### config.mk
export PLATFORM = sky130hd
export DESIGN_NAME = bt_status_tx
export DESIGN_NICKNAME = d
export VERILOG_FILES = /design/src/rtl/bt_status_tx_pkg.sv /design/src/rtl/bt_status_tx_uart_tx_byte.sv /design/src/rtl/bt_status_tx.sv
export SDC_FILE = /design/constraint.sdc
export NUM_CORES = 1
export LEC_CHECK = 0
export CORE_MARGIN = 10
export CORE_UTILIZATION = 45
export DETAILED_ROUTE_END_ITERATION = 12
export PLACE_DENSITY = 0.65
export SYNTH_ARGS = -nofsm -noshare
export SYNTH_HDL_FRONTEND = slang
export SYNTH_HIERARCHICAL = 1
export SYNTH_SLANG_ARGS = --single-unit
### constraint.sdc
create_clock -name clk -period 4.4 [get_ports clk]
set_clock_uncertainty 0.15 [all_clocks]
set_input_delay 0.88 -clock clk [delete_from_list [all_inputs] [get_ports clk]]
set_output_delay 0.88 -clock clk [all_outputs]
set_load 0.005 [all_outputs]
### src/rtl/bt_status_tx_pkg.sv
// Shared frame layout, FSM encoding and payload snapshot for the status transmitter.
package bt_status_tx_pkg;

  localparam int FRAME_LEN = 7;

  localparam logic [2:0] IDX_HDR   = 3'd0;
  localparam logic [2:0] IDX_SONG  = 3'd1;
  localparam logic [2:0] IDX_VOL   = 3'd2;
  localparam logic [2:0] IDX_FLAGS = 3'd3;
  localparam logic [2:0] IDX_MIN   = 3'd4;
  localparam logic [2:0] IDX_SEC   = 3'd5;
  localparam logic [2:0] IDX_CHK   = 3'(FRAME_LEN - 1);

  typedef enum logic [1:0] {
    ST_IDLE,
    ST_LOAD,
    ST_SEND,
    ST_DONE
  } state_t;

  // Payload values frozen for the duration of one frame.
  typedef struct packed {
    logic [2:0] song;
    logic [3:0] vol;
    logic       fin;
    logic       pause;
    logic [7:0] minute;
    logic [7:0] second;
  } snap_t;

  // Byte at position idx of the frame; the checksum covers bytes 1..5.
  function automatic logic [7:0] frame_byte(snap_t s, logic [2:0] idx, logic [7:0] hdr);
    logic [7:0] b_song, b_vol, b_flags;
    b_song  = {5'b0, s.song};
    b_vol   = {4'b0, s.vol};
    b_flags = {6'b0, s.fin, s.pause};
    case (idx)
      IDX_HDR:   frame_byte = hdr;
      IDX_SONG:  frame_byte = b_song;
      IDX_VOL:   frame_byte = b_vol;
      IDX_FLAGS: frame_byte = b_flags;
      IDX_MIN:   frame_byte = s.minute;
      IDX_SEC:   frame_byte = s.second;
      IDX_CHK:   frame_byte = b_song ^ b_vol ^ b_flags ^ s.minute ^ s.second;
      default:   frame_byte = 8'h00;
    endcase
  endfunction

endpackage

### src/rtl/bt_status_tx_uart_tx_byte.sv
// 8N1 byte serializer. Ready is also raised on the last stop-bit cycle so a
// following byte starts its start bit with no idle gap.
module uart_tx_byte #(
  parameter int CLK_HZ = 100_000_000,
  parameter int BAUD   = 9600
) (
  input  logic       clk,
  input  logic       rst,
  input  logic       i_valid,
  input  logic [7:0] i_data,
  output logic       o_ready,
  output logic       o_done,
  output logic       tx
);

  localparam int DIV = CLK_HZ / BAUD;
  localparam int CW  = (DIV > 1) ? $clog2(DIV) : 1;
  localparam logic [CW-1:0] CNT_LAST = CW'(DIV - 1);

  logic          active;
  logic [CW-1:0] cnt;
  logic [3:0]    bit_idx;   // 0 = start, 1..8 = data, 9 = stop
  logic [8:0]    sh;        // remaining data bits followed by the stop bit
  logic          bit_end;

  assign bit_end = (cnt == CNT_LAST);
  assign o_done  = active && bit_end && (bit_idx == 4'd9);
  assign o_ready = !active || o_done;

  // Bit timing and shifting; a new accept takes priority over going idle.
  always_ff @(posedge clk) begin
    if (rst) begin
      active  <= 1'b0;
      cnt     <= '0;
      bit_idx <= '0;
      sh      <= '0;
      tx      <= 1'b1;
    end else if (i_valid && o_ready) begin
      active  <= 1'b1;
      cnt     <= '0;
      bit_idx <= '0;
      sh      <= {1'b1, i_data};
      tx      <= 1'b0;
    end else if (active) begin
      if (bit_end) begin
        cnt <= '0;
        if (bit_idx == 4'd9) begin
          active <= 1'b0;
          tx     <= 1'b1;
        end else begin
          bit_idx <= bit_idx + 4'd1;
          tx      <= sh[0];
          sh      <= {1'b0, sh[8:1]};
        end
      end else begin
        cnt <= cnt + CW'(1);
      end
    end
  end

endmodule

### src/rtl/bt_status_tx.sv
// Player status frame transmitter: detects state changes, snapshots the
// payload and sends a 7-byte frame back over the UART line.
module bt_status_tx
  import bt_status_tx_pkg::*;
#(
  parameter int         CLK_HZ = 100_000_000,
  parameter int         BAUD   = 9600,
  parameter logic [7:0] HEADER = 8'hA5
) (
  input  logic       clk,
  input  logic       rst,
  input  logic [2:0] i_song_select,
  input  logic [3:0] i_vol_level,
  input  logic       i_pause,
  input  logic [7:0] i_minute,
  input  logic [7:0] i_second,
  input  logic       i_finish_song,
  output logic       tx,
  output logic       o_busy,
  output logic       o_frame_done
);

  state_t     state;
  logic [2:0] byte_idx;
  snap_t      snap;

  logic [2:0] prev_song;
  logic [3:0] prev_vol;
  logic       prev_pause;
  logic [7:0] prev_second;
  logic       pending, fin_flag;
  logic       change, leave_idle;

  logic       byte_valid, byte_ready, byte_done;
  logic [7:0] byte_data;
  logic [2:0] next_idx;

  // Minute is carried in the frame but is not a trigger on its own.
  assign change = {i_song_select, i_vol_level, i_pause, i_second} !=
                  {prev_song, prev_vol, prev_pause, prev_second};
  assign leave_idle = (state == ST_IDLE) && pending;

  // Change detect and sticky request flags; a set in the clearing cycle wins.
  always_ff @(posedge clk) begin
    prev_song   <= i_song_select;
    prev_vol    <= i_vol_level;
    prev_pause  <= i_pause;
    prev_second <= i_second;
    if (rst) begin
      pending  <= 1'b0;
      fin_flag <= 1'b0;
    end else begin
      pending  <= change | i_finish_song | (pending & ~leave_idle);
      fin_flag <= i_finish_song | (fin_flag & ~leave_idle);
    end
  end

  // Feed the byte engine: header from LOAD, then each next byte right as the previous one ends.
  always_comb begin
    next_idx   = (state == ST_LOAD) ? IDX_HDR : byte_idx + 3'd1;
    byte_data  = frame_byte(snap, next_idx, HEADER);
    byte_valid = byte_ready &&
                 ((state == ST_LOAD) ||
                  ((state == ST_SEND) && byte_done && (byte_idx != IDX_CHK)));
  end

  // Frame sequencer with registered busy/done outputs.
  always_ff @(posedge clk) begin
    if (rst) begin
      state        <= ST_IDLE;
      byte_idx     <= '0;
      snap         <= '0;
      o_busy       <= 1'b0;
      o_frame_done <= 1'b0;
    end else begin
      o_frame_done <= 1'b0;
      case (state)
        ST_IDLE: if (pending) begin
          state  <= ST_LOAD;
          o_busy <= 1'b1;
          snap   <= '{song: i_song_select, vol: i_vol_level, fin: fin_flag,
                      pause: i_pause, minute: i_minute, second: i_second};
        end
        ST_LOAD: begin
          state    <= ST_SEND;
          byte_idx <= IDX_HDR;
        end
        ST_SEND: if (byte_done) begin
          if (byte_idx == IDX_CHK) begin
            state        <= ST_DONE;
            o_frame_done <= 1'b1;
          end else begin
            byte_idx <= byte_idx + 3'd1;
          end
        end
        ST_DONE: begin
          state  <= ST_IDLE;
          o_busy <= 1'b0;
        end
        default: state <= ST_IDLE;
      endcase
    end
  end

  uart_tx_byte #(.CLK_HZ(CLK_HZ), .BAUD(BAUD)) u_byte (
    .clk     (clk),
    .rst     (rst),
    .i_valid (byte_valid),
    .i_data  (byte_data),
    .o_ready (byte_ready),
    .o_done  (byte_done),
    .tx      (tx)
  );

endmodule
==> results.md, run 1 <==
- Pwr/cell area: between 400 and 500 nW/um2
- Wirelength, routed: between 8 and 9 mm
- Number of max-cap violations: 0
- RSZ-0062 raised after global routing: false
- Drt drc: 0
- Maximum number of pins on one net before global-route repair: 49
- Cells on worst reg2reg path: 11
- Relative slew margins: a little over two fifths
- Final Setup Violations: 0
- Most frequent cell after synthesis: dfxtp_1
- Die W: around 110 um
- Reg-to-reg slack, setup: 0.77 ns
- Mapped cell area: 3970 um2
- Final-report hold violation count: 0
- Worst r2r src: u_byte/cnt[0]$_SDFFE_PP0P_
- Vias: 3262
- Post-synthesis register bit count: just under 80
- CP endpoint: u_byte/bit_idx[3]$_SDFFE_PP0P_
- Post-layout worst setup margin: between 0.7 and 0.8 ns
- Area of the core: approximately 8700 um2
- Die Area: 13000 um2
- Initial antenna violation count: 0
- TritonCTS clock tree: built
- Initial DRC count: 156
- Die Ht: between 100 and 150 um
- Worst EP arrival: ~3.7 ns
- Global Route Usage Sum: 13.9%
- Port Buffer Count: 29
- Sequential-to-total area share from yosys stat: between 30% and 40%
- Clock tree buffer depth: 2
- Number of routed nets with antenna violations: 0
- FF-to-FF End: u_byte/bit_idx[3]$_SDFFE_PP0P_
- Clock latency on the worst-skew pair: between 0.3 and 0.4 ns
- Critical path endpoint category: flop
- TNS Setup: 0 ns
- Fin. max-slew vios: 0
- Tcrit/Tclk final: 82.5%
- Required time of the worst setup path: ~4.5 ns
- Proportion of layout cells with a drive suffix above 1: between 5 and 6%
- Vias in the first global route: 3234
- Static leakage: between 1.5 and 2 nW
- Tightest hold margin: about 0.32 ns
- Critical Path Start: u_byte/cnt[0]$_SDFFE_PP0P_
- Synth top area share: between 30 and 40%
- Place WS: about 0.8 ns
- Final instance count without filler cells: approximately 600
- Crit path kind: flop to flop
- DPL Wire Length: ~6.1 mm
- Vias per cell: ~5.5
- Post-synth EDFFs: 0
- Clk pin slew, worst setup/hold paths: 0.09 ns
- Worst VDD drop: 0.000217 V
- TritonCTS Sinks: between 70 and 80
- Status: finished, final reports clean
- Ports: 30
- Syn nets: between 500 and 600
- Post-synthesis async set-or-reset flop share: 0%
- Cell count after placement: between 500 and 600
- Tmin final: roughly 3.6 ns
- Max FO, Critical Path: 12
- Unique masters post-synth: 58
- Layout area overhead: 13.3%
- First-pass GRT wire length: around 15 mm
- Post-cts gate resize count: 0
- Starting density of the core: 45.8%
- HP Class: flop to flop
- Top area cells in the synthesized netlist: dfxtp_1, xnor2_1, nand2_1, a21oi_1, ha_1
- Fmax: 0.275 GHz
- Remaining Overflow, GRT: 0
- ANT cells: 0
- Final nets: 520
- Number of CTS-inserted buffers: 9
- Final RePlAce weighted congestion: roughly 0.79
- Wire per inst: around 15 um
- CTS H-Tree Depth: 3
- Number of post-CTS setup repair buffers: 0
- Top_reg_cell synth: dfxtp_1
- Mapped Avg Cell Area: 8.58 um2
- Clock Tree Root: clkbuf_8
- Synthesis Warnings: 6
- Most common library cells after synthesis: dfxtp_1, nand2_1, a21oi_1
- Cells after Synth: approximately 460
- Setup crit start kind: flop
- Hold-fix buffers at CTS: 0
- DR pass1 iterations: 4
- Worst-margin pin slew: ~0.85 ns
- Core Rows: 34
- Tot Pwr: ~0.0022 W
- Area leader, netlist: dfxtp_1
-- flip-flops by register name (all words and copies together) (netlist names), 2 cells and up --
name            cells
u_byte/bit_idx      4
byte_idx            3
prev_song           3
u_byte/sh           9
prev_vol            4
snap               25
prev_second         8
u_byte/cnt         14
state               2
-- critical path: stages, from the launching register on --
cell      delay [ns]
dfxtp_1         0.37
ha_1            0.25
and4_1          0.23
nand4_1         0.37
nor3_1          0.57
a31oi_1         0.18
nor2b_1         0.15
buf_4           0.23
nand4b_1        0.48
and2_1          0.32
o21ai_0         0.15
a21oi_1         0.08
-- how the worst min path moves through the flow --
stage | startpoint | to | cells after the start
finish | snap[14]$_SDFFE_PP0P_ | snap[14]$_SDFFE_PP0P_ | 2
global route | snap[14]$_SDFFE_PP0P_ | snap[14]$_SDFFE_PP0P_ | 2
CTS | snap[14]$_SDFFE_PP0P_ | snap[14]$_SDFFE_PP0P_ | 2
detailed placement | snap[14]$_SDFFE_PP0P_ | snap[14]$_SDFFE_PP0P_ | 2
global placement | snap[14]$_SDFFE_PP0P_ | snap[14]$_SDFFE_PP0P_ | 2
floorplan | fin_flag$_SDFF_PP0_ | snap[17]$_SDFFE_PP0P_ | 2
-- cells in the final DEF (no fill, tap or decap), drive strengths merged, types with 12 or more instances in the layout --
master and count:
o22ai 16, nor2 31, clkdlybuf4s50 28, a21oi 39
dfxtp 79, inv 15, nand3 12, o21ai 13
mux2i 12, nand2 64, xnor2 34
-- cell type report --
| class | count | area [um2] |
|---|---|---|
| fillers | 884 | 4180 |
| flip-flops and latches | 79 | 1580 |
| well taps | 108 | 135 |
| inverters | 12 | 45.0 |
| multi-input cells | 348 | 2210 |
| clock inverters | 7 | 101 |
| repair buffers | 32 | 308 |
| clock buffers | 9 | 124 |
-- power breakdown --
| part | internal [W] | switching, W | total [W] | leakage [nW] |
|---|---|---|---|---|
| Sequential | 0.000814 | 0.0000846 | 0.000898 | 0.649 |
| Clock | 0.000326 | 0.000292 | 0.000617 | 0.107 |
| Combinational | 0.000285 | 0.000360 | 0.000645 | 0.824 |
-- metal layers --
layer  track usage, %  part of all wire [%]  wire length [um]
met3             2.89                   3.3               285
met1             17.7                    49              4280
met5                0                     0                 0
met2             22.2                    46              3990
met4             5.76                   1.4               120
-- per-stage QoR --
stage	util (%)	cell area (um2)
final	51.9	4500
after global routing	51.9	4500
after CTS	51.9	4500
after detailed placement	49.3	4280
after global placement	49.3	4280
after floorplan	-	3970
-- cell families after synthesis --
logic type      count (synthesis)  synth area share (%)
compound gates                111                  17.6
xor+xnor                       40                  9.16
fa+ha+maj                      11                  3.46
buf+inv                        36                  4.66
flops                          79                  39.8
mux                            16                  4.16
simple gates                  170                  21.2
(Power assumes the default switching activity.)
==> inputs of run 2 (changes only) <==
- PLACE_DENSITY: 0.65 -> 0.67
- clock period: 4.4 -> 3.25 ns (I/O delays scaled with it)
==> run 2 against run 1 <==
  * First-iteration DRC count is 70% higher
  * Utilization is 0.26 points higher
  * Global-route usage hardly changed
  * Count of clock-buffer cells in the layout stayed put
  * Combinational power is 36% higher
  * Highest routed layer unchanged
  * Critical path type unchanged
  * Fmax is 22% higher
  * Worst hold slack worse by 0.0065 ns
  * Clock power is 33% higher
  * Sequential power is 37% higher
  * Die area stayed put
  * Via count is 2.2% higher
  * Setup slack worse by 0.50 ns
==> results.md, run 2 (synthesis gave the netlist of run 1 again) <==
- Layout area overhead: 13.9%
- Gate power share: roughly 30%
- Maximum number of pins on one net before global-route repair: between 40 and 50
- Cells on worst reg2reg path: 9
- Pwr/cell area: ~650 nW/um2
- Ports: 30
- Most frequent cells in the layout: dfxtp_1, nand2_1, a21oi_1, xnor2_1, nor2_1
- Max FO, Critical Path: 10
- Hold Crit Depth: 2
- Switching Fraction: approximately 34%
- Port Buffer Count: 29
- Most common cell after layout, fill and taps aside: dfxtp_1
- Vias: about 3300
- Final nets: between 500 and 600
- TritonCTS clock tree: built
- Worst VDD drop: roughly 0.00029 V
- RSZ-0062 raised after global routing: false
- Setup crit start kind: flop
- Clock tree buffer depth: 2
- Die Area: 13000 um2
- Vias per cell: 5.58
- Number of post-CTS setup repair buffers: 0
- Remaining Overflow, GRT: 0
- Tightest hold margin: between 0.3 and 0.4 ns
- Grt met2 use: between 20% and 30%
- Hold-fix buffers at CTS: 0
- Global Route Usage Sum: between 10 and 15%
- Final-report hold violation count: 0
- Final RePlAce weighted congestion: 0.963
- Post-cts gate resize count: 0
- DPL Wire Length: 6.21 mm
- Met1 usage: a little under a fifth
- Tcrit/Tclk final: 91.7%
- Fin. max-slew vios: 0
- TritonCTS Sinks: 79
- Area of the core: 8680 um2
- Final Setup Violations: 0
- Reg-to-reg slack, setup: 0.27 ns
- Met3 GRT Util: 3.46%
- Initial antenna violation count: 0
- Clock latency on the worst-skew pair: about 0.36 ns
- Tmin final: around 3 ns
- Worst r2r src: byte_idx[0]$_SDFFE_PP0P_
- Initial DRC count: 265
- Critical path endpoint category: flop
- Proportion of layout cells with a drive suffix above 1: ~6.3%
- Critical Path Start: byte_idx[0]$_SDFFE_PP0P_
- CP endpoint: u_byte/sh[5]$_SDFFE_PP0P_
- Number of max-cap violations: 0
- HP Class: flop to flop
- Number of CTS-inserted buffers: 9
- Clock power frac: roughly 28%
- Clock Tree Root: clkbuf_8
- Top flop regs: snap x25, u_byte/cnt x14, u_byte/sh x9
- Wire per inst: around 15 um
- Die W: 114 um
- FF-to-FF End: u_byte/sh[5]$_SDFFE_PP0P_
- ANT cells: 0
- Number of routed nets with antenna violations: 0
- Drt drc: 0
- Die Ht: ~110 um
- P_sw: 0.000998 W
- Pint: ~0.0019 W
- First-pass GRT wire length: approximately 15 mm
- Relative slew margins: a little over two fifths
- Clk pin slew, worst setup/hold paths: ~0.090 ns
- Starting density of the core: a little under half
- Fmax: 0.336 GHz
- Biggest register: snap
- TNS Setup: 0 ns
- Wirelength, routed: 8.74 mm
- DR pass1 iterations: 4
- Status: finished, final reports clean
- Static leakage: ~1.6 nW
- Seq pwr share: 42.0%
- Worst-margin pin slew: just under 0.9 ns
- Worst EP arrival: 3.10 ns
- Vias in the first global route: 3180
- Max reg flops: 25
- Final Core Density: between 50% and 60%
- Crit path kind: flop to flop
- Required time of the worst setup path: between 3 and 4 ns
- Core Rows: 34
- CTS H-Tree Depth: 3
- Global route hottest layer: met2
run 2: worst max-delay path, cell delays in order, from the launching register on:
cell and delay [ns]:
dfxtp_1 0.50, inv_1 0.08, ha_1 0.41, or3b_1 0.43, or2_1 0.32, or4b_1 0.48
nand3_1 0.12, mux2i_1 0.08, a21o_1 0.18, a211oi_1 0.17
run 2: metrics by stage:
stage | total power, W | setup WS, ns | instance area [um2] | std cells
after global placement | 0.00209 | 0.409 | 4310 | 583
after detailed placement | 0.00212 | 0.279 | 4310 | 583
after floorplan | 0.00190 | 0.447 | 3970 | 463
final | 0.00293 | 0.270 | 4520 | 598
after CTS | 0.00294 | 0.283 | 4520 | 598
after global routing | 0.00312 | 0.0748 | 4520 | 598
run 2: routing by layer:
layer | share of wire, % | vias up | wire length, um
met5 | 0 | - | 0
li1 | - | 1689 | -
met2 | 44 | 70 | 3870
met4 | 2.4 | 0 | 212
met3 | 4.5 | 15 | 396
met1 | 49 | 1560 | 4270
run 2: worst min path at each step:
| stage | end | start | slack [ns] |
|---|---|---|---|
| after floorplan | snap[17]$_SDFFE_PP0P_ | fin_flag$_SDFF_PP0_ | 0.28 |
| after global placement | snap[17]$_SDFFE_PP0P_ | fin_flag$_SDFF_PP0_ | 0.30 |
| after detailed placement | snap[17]$_SDFFE_PP0P_ | fin_flag$_SDFF_PP0_ | 0.31 |
| after CTS | snap[17]$_SDFFE_PP0P_ | fin_flag$_SDFF_PP0_ | 0.32 |
| after global routing | snap[17]$_SDFFE_PP0P_ | fin_flag$_SDFF_PP0_ | 0.36 |
| final | snap[17]$_SDFFE_PP0P_ | fin_flag$_SDFF_PP0_ | 0.32 |
run 2: cell type report:
cell class / instances / area [um2]
multi-input cells: 348 / 2210
clock buffers: 9 / 124
well taps: 108 / 135
flip-flops and latches: 79 / 1580
repair buffers: 36 / 338
fillers: 829 / 4150
clock inverters: 6 / 93.8
inverters: 12 / 45.0
run 2: power groups by stage:
stage | Combinational (W) | Sequential [W] | Clock, W
6_report | 0.000878 | 0.00123 | 0.000820
5_1_grt | 0.000985 | 0.00125 | 0.000884
4_1_cts | 0.000876 | 0.00123 | 0.000842
3_5_place_dp | 0.000875 | 0.00125 | 0
3_3_place_gp | 0.000850 | 0.00124 | 0
2_1_floorplan | 0.000692 | 0.00121 | 0
